File: src/rtl/neuron_mac_pkg.sv
// Shared Q8.8 constants and FSM encoding for the neuron MAC.
package neuron_mac_pkg;
    localparam int DATA_W    = 16;
    localparam int FRAC_BITS = 8;
    localparam int ACC_W     = 40;
    localparam int PROD_W    = 2 * DATA_W;
    localparam int CNT_W     = 8;

    localparam logic [DATA_W-1:0] SAT_MAX = 16'h7FFF;
    localparam logic [DATA_W-1:0] SAT_MIN = 16'h8000;

    typedef enum logic [1:0] {
        IDLE,
        ACCUM,
        BIAS,
        DONE
    } state_t;
endpackage

File: src/rtl/neuron_mac_sat_relu.sv
// Rescales the wide accumulator to Q8.8, saturates, and applies optional ReLU.
module q_sat_relu
    import neuron_mac_pkg::DATA_W, neuron_mac_pkg::ACC_W;
    import neuron_mac_pkg::SAT_MAX, neuron_mac_pkg::SAT_MIN;
#(
    parameter int FRAC_BITS = neuron_mac_pkg::FRAC_BITS
) (
    input  logic signed [ACC_W-1:0]  acc,
    input  logic                     relu_en,
    output logic        [DATA_W-1:0] result
);
    localparam logic signed [ACC_W-1:0] HI =
        {{(ACC_W-DATA_W){SAT_MAX[DATA_W-1]}}, SAT_MAX};
    localparam logic signed [ACC_W-1:0] LO =
        {{(ACC_W-DATA_W){SAT_MIN[DATA_W-1]}}, SAT_MIN};

    logic signed [ACC_W-1:0]  shifted;
    logic        [DATA_W-1:0] sat;

    always_comb begin
        shifted = acc >>> FRAC_BITS;
        if (shifted > HI) begin
            sat = SAT_MAX;
        end else if (shifted < LO) begin
            sat = SAT_MIN;
        end else begin
            sat = shifted[DATA_W-1:0];
        end
        result = (relu_en && sat[DATA_W-1]) ? '0 : sat;
    end
endmodule

File: src/rtl/neuron_mac.sv
// Single-neuron multiply-accumulate: N weighted beats, plus bias, then ReLU/saturate.
module neuron_mac
    import neuron_mac_pkg::DATA_W, neuron_mac_pkg::ACC_W;
    import neuron_mac_pkg::PROD_W, neuron_mac_pkg::CNT_W;
    import neuron_mac_pkg::state_t;
    import neuron_mac_pkg::IDLE, neuron_mac_pkg::ACCUM;
    import neuron_mac_pkg::BIAS, neuron_mac_pkg::DONE;
#(
    parameter int N_INPUTS  = 4,
    parameter int FRAC_BITS = neuron_mac_pkg::FRAC_BITS
) (
    input  logic              clk,
    input  logic              rst_n,
    input  logic              start,
    input  logic [DATA_W-1:0] bias,
    input  logic              relu_en,
    input  logic [DATA_W-1:0] data_in,
    input  logic [DATA_W-1:0] weight_in,
    input  logic              in_valid,
    output logic              in_ready,
    output logic [DATA_W-1:0] result,
    output logic              out_valid,
    input  logic              out_ready,
    output logic              busy
);
    state_t                  state;
    logic signed [ACC_W-1:0] acc;
    logic [CNT_W-1:0]        cnt;
    logic [DATA_W-1:0]       bias_q;
    logic                    relu_q;

    logic signed [PROD_W-1:0] prod;
    logic signed [ACC_W-1:0]  prod_ext;
    logic signed [ACC_W-1:0]  bias_ext;
    logic        [DATA_W-1:0] sat_val;
    logic                     last;

    assign prod     = $signed(data_in) * $signed(weight_in);
    assign prod_ext = {{(ACC_W-PROD_W){prod[PROD_W-1]}}, prod};
    assign bias_ext = {{(ACC_W-DATA_W){bias_q[DATA_W-1]}}, bias_q} <<< FRAC_BITS;
    assign last     = (cnt == CNT_W'(N_INPUTS - 1));

    assign in_ready = (state == ACCUM);
    assign busy     = (state != IDLE);

    q_sat_relu #(.FRAC_BITS(FRAC_BITS)) u_sat (
        .acc    (acc),
        .relu_en(relu_q),
        .result (sat_val)
    );

    always_ff @(posedge clk or negedge rst_n) begin
        if (!rst_n) begin
            state     <= IDLE;
            acc       <= '0;
            cnt       <= '0;
            bias_q    <= '0;
            relu_q    <= 1'b0;
            result    <= '0;
            out_valid <= 1'b0;
        end else begin
            unique case (state)
                IDLE: begin
                    if (start) begin
                        acc    <= '0;
                        cnt    <= '0;
                        bias_q <= bias;
                        relu_q <= relu_en;
                        state  <= ACCUM;
                    end
                end
                ACCUM: begin
                    if (in_valid) begin
                        acc <= acc + prod_ext;
                        cnt <= cnt + 1'b1;
                        if (last) state <= BIAS;
                    end
                end
                BIAS: begin
                    acc   <= acc + bias_ext;
                    state <= DONE;
                end
                DONE: begin
                    // First DONE cycle captures the result; later cycles wait for handshake.
                    if (!out_valid) begin
                        result    <= sat_val;
                        out_valid <= 1'b1;
                    end else if (out_ready) begin
                        out_valid <= 1'b0;
                        state     <= IDLE;
                    end
                end
                default: state <= IDLE;
            endcase
        end
    end
endmodule
File: config.mk
export PLATFORM = sky130hd
export DESIGN_NAME = neuron_mac
export DESIGN_NICKNAME = d
export VERILOG_FILES = /design/src/rtl/neuron_mac_pkg.sv /design/src/rtl/neuron_mac_sat_relu.sv /design/src/rtl/neuron_mac.sv
export SDC_FILE = /design/constraint.sdc
export NUM_CORES = 1
export LEC_CHECK = 0
export CORE_MARGIN = 2
export CORE_UTILIZATION = 27
export CTS_CLUSTER_SIZE = 16
export DETAILED_ROUTE_END_ITERATION = 10
export PLACE_DENSITY = 0.53
export SKIP_LAST_GASP = 1
export SYNTH_ARGS = -nofsm -noshare
export SYNTH_HDL_FRONTEND = slang
export SYNTH_HIERARCHICAL = 1
export SYNTH_SLANG_ARGS = --single-unit
File: constraint.sdc
create_clock -name clk -period 5 [get_ports clk]
set_input_delay 1 -clock clk [delete_from_list [all_inputs] [get_ports clk]]
set_output_delay 1 -clock clk [all_outputs]
set_load 0.02 [all_outputs]
==> metrics list <==
- The initial utilization of the core area, before any placement, comes to 0.273.
- Clock tree from TritonCTS: built
- The worst setup path is captured at a flip-flop.
* Number of max-cap violations: 0
- Entering global routing, the biggest net connects 85 pins.
- Netlist cell types: a little under 70
- Worst Path Required: about 5.3 ns
- Summing all placed instances gives a cell area of 21700 um^2.
- RSZ-0062 raised after global routing: yes
* Inst Count DP: roughly 3000
- Post-layout minimum cycle time: between 6 and 7 ns
- Net Count, Synth: around 2500
- For the final database, setup skew stands at ~0.015 ns.
- Counting instances in the post-synthesis netlist gives the leading cell types as inv_1 (422), fa_1 (331), nand2_1 (208), ha_1 (153), and2_1 (119).
- The filler cells instantiated in the layout total approximately 6400.
- Pre-Repair DR Iteration Count: 5
- The finished layout holds roughly 3200 standard cells, fillers aside.
- Count of input and output buffers: just over 70
* Worst slew margin: 0.249
* DRC violations left: 0
* CP max stage delay: about 0.53 ns
- Averaged over all synthesized cells, the footprint is about 9 um^2.
- Dividing the detail-routed via count by the number of cells gives about 4.5.
- Launch point of the worst hold path: acc[3]$_DFFE_PN0P_
* Height of the chip: roughly 260 um
- Critical setup path kind: in -> reg
- Sort of element at the start of the critical path: primary input
* Maximum clock rate: between 0.15 and 0.2 GHz
- Flop-to-flop setup slack: -0.23 ns
- CTS Buf Count: 9
* Hold Path Stages: 2
- Seq/Total Area, Yosys: 0.119
- The total overflow left after global routing is 0.
* Failing checks: negative setup slack
- # nets final: about 2900
- The congestion estimate from routability-driven global placement came to between 0.8 and 0.9.
- The min-delay analysis places its worst path in the category reg -> reg.
* Number of setup violations in the final report: 32
- The die covers approximately 67000 um^2.
* Hold bufs inserted after CTS: 0
* Capture point of the worst reg-to-reg path: acc[31]$_DFFE_PN0P_
* Antenna violations before repair: 1
- At the pin with the least slew margin, the transition time is roughly 1.1 ns.
- Of all nets on the critical path, the largest fanout is 4.
- Final Hold Violating Endpoints: 0
- Slowest cell on the critical path: fa_1
- Across every metal layer, demand over resource in global routing totals 0.156.
- Period utilisation layout: 1.32
- Final-report max-slew violation count: 0
* Clock-pin transition on the worst setup and hold timing paths: about 0.070 ns
- Layout cells sized above 1: 0.323
- Synth-to-layout area growth: 38.1%
- Post-detailed-route wirelength per cell: between 15 and 20 um
* Top area cells in the synthesized netlist: fa_1 (38%), dfrtp_1 (12%), ha_1 (11%)
- Synthesis inferred 84 register bits.
- Cell occurring most often along the worst timing path: fa_1
* Vias in the first global route: roughly 16000
- Prior to clock tree synthesis, the placed netlist has a worst setup slack of -2.46 ns.
- Placeable Area: between 60000 and 70000 um^2
- Clock latency at the later pin of the worst-skew pair: approximately 0.36 ns
- Async set-or-reset flop fraction in the synthesized netlist: 1.00
* Min-Delay Endpoint: acc[3]$_DFFE_PN0P_
- Library cell with the largest summed area after synthesis: fa_1
- By instance count, the leading cell after synthesis is inv_1.
* Synthesized area: 17600 um^2
- Leading register cell type out of synthesis: dfrtp_1
- First-pass GRT wire length: 83.9 mm
- The tree is rooted in a clkbuf_16.
* Initial DRC count: 583
- For this run, the share of the core covered by cells in the final layout is 0.377.
- Total number of yosys warnings: 6
- Run status: finished, violations left
- Row generation in the floorplan step produced 93 rows.
* Die width: roughly 260 um
* Worst-case reg-to-reg path depth: 21
* H-tree level count: 3
- Worst path arrival time: between 6 and 7 ns
* Post-detailed-placement half-perimeter wirelength: ~40 mm
* Deepest clock path buffer count: 2
- Setup slack on the critical path of the routed design comes to -1.58 ns.
- The routed design has slightly above 50 mm of wire.
- Synthesized instance count: 1929
* Number of enable flip-flop cells after synthesis: 0
* Total I/O pin count: 73
* Worst reg2reg startpoint: acc[15]$_DFFE_PN0P_
- Share of the synthesized area in the top cell type: 0.376
- In this run the remaining antenna-violating nets after routing total 0.
- DR vias: roughly 14000
- For this design, the sink count on the clock tree is 84.
- After routing the design area is 24400 um^2.
## worst max path at each step
stage,startpoint,endpoint,slack (ns),cells past startpoint
after floorplan,data_in[15],acc[39]$_DFFE_PN0P_,-1.56,24
after global placement,data_in[15],acc[31]$_DFFE_PN0P_,-2.39,24
after detailed placement,data_in[15],acc[39]$_DFFE_PN0P_,-2.46,25
after CTS,data_in[15],acc[39]$_DFFE_PN0P_,-1.68,26
after global routing,weight_in[15],acc[39]$_DFFE_PN0P_,-1.84,25
final,weight_in[15],acc[39]$_DFFE_PN0P_,-1.58,25
## cell usage in the layout (no fill, tap or decap), drive strengths merged, types with 53 or more instances in the layout
master  count
fa        331
o21ai      77
ha        153
and2      119
nand2     208
nor2       94
inv       428
buf       393
dfrtp      84
a21oi      53
## cells by family after synthesis
logic type / count (synthesis) / synth area share
xor gates and xnor gates: 64 / 0.0318
muxes: 35 / 0.0223
AOI/OAI and AO/OA: 266 / 0.0985
buffers and inverters: 478 / 0.104
DFF: 84 / 0.119
and+or+nand+nor: 518 / 0.140
adders and majority gates: 484 / 0.484
## metrics by stage
stage / hold WS, ns / setup TNS (ns)
floorplan: 0.455 / -29.53
global placement: 0.477 / -63.55
detailed placement: 0.491 / -64.75
CTS: 0.509 / -40.39
global route: 0.529 / -45.09
finish: 0.498 / -38.61
## layer usage
metal  routed length, um  global-route usage  part of all wire
met5                   0                   0                 0
met4                 713              0.0259             0.014
met3                1160              0.0135             0.023
met2               27000               0.292              0.54
met1               21500               0.195              0.43
## flip-flops by register name, summed over array words and instances, names as in the netlist
| register | count |
|---|---|
| relu_q | 1 |
| result | 16 |
| out_valid | 1 |
| cnt | 8 |
| acc | 40 |
| state | 2 |
| bias_q | 16 |
## worst max-delay path, delay by kind of cell
family / cells / cell delay, ns
and+or+nand+nor: 4 / 0.73
buffers and inverters: 7 / 0.80
adders and majority gates: 7 / 3.32
AOI/OAI and AO/OA: 6 / 0.84
xor gates and xnor gates: 1 / 0.14
## final cells by class
cell class / count / area (um^2) / share of cell area
Sequential cell: 84 / 2100 / 0.0863
Multi-Input combinational cell: 1367 / 15100 / 0.618
Clock inverter: 7 / 68.8 / 0.00282
Clock buffer: 9 / 225 / 0.00924
Antenna cell: 2 / 5.00 / 0.000205
Timing Repair Buffer: 443 / 4240 / 0.174
Tap cell: 855 / 1070 / 0.0439
Inverter: 422 / 1600 / 0.0655
## repair_timing
item | in CTS | in global routing
cloned | 10 | 1
endpoints found under the setup margin | 34 | 33
pin swaps | 197 | 189
hold endpoints to repair | 0 | 0
resized for setup | 317 | 180
setup buffers | 91 | 41
Power is not shown: default switching activity piles up to over one toggle a cycle in this logic, so the estimate is an artifact.
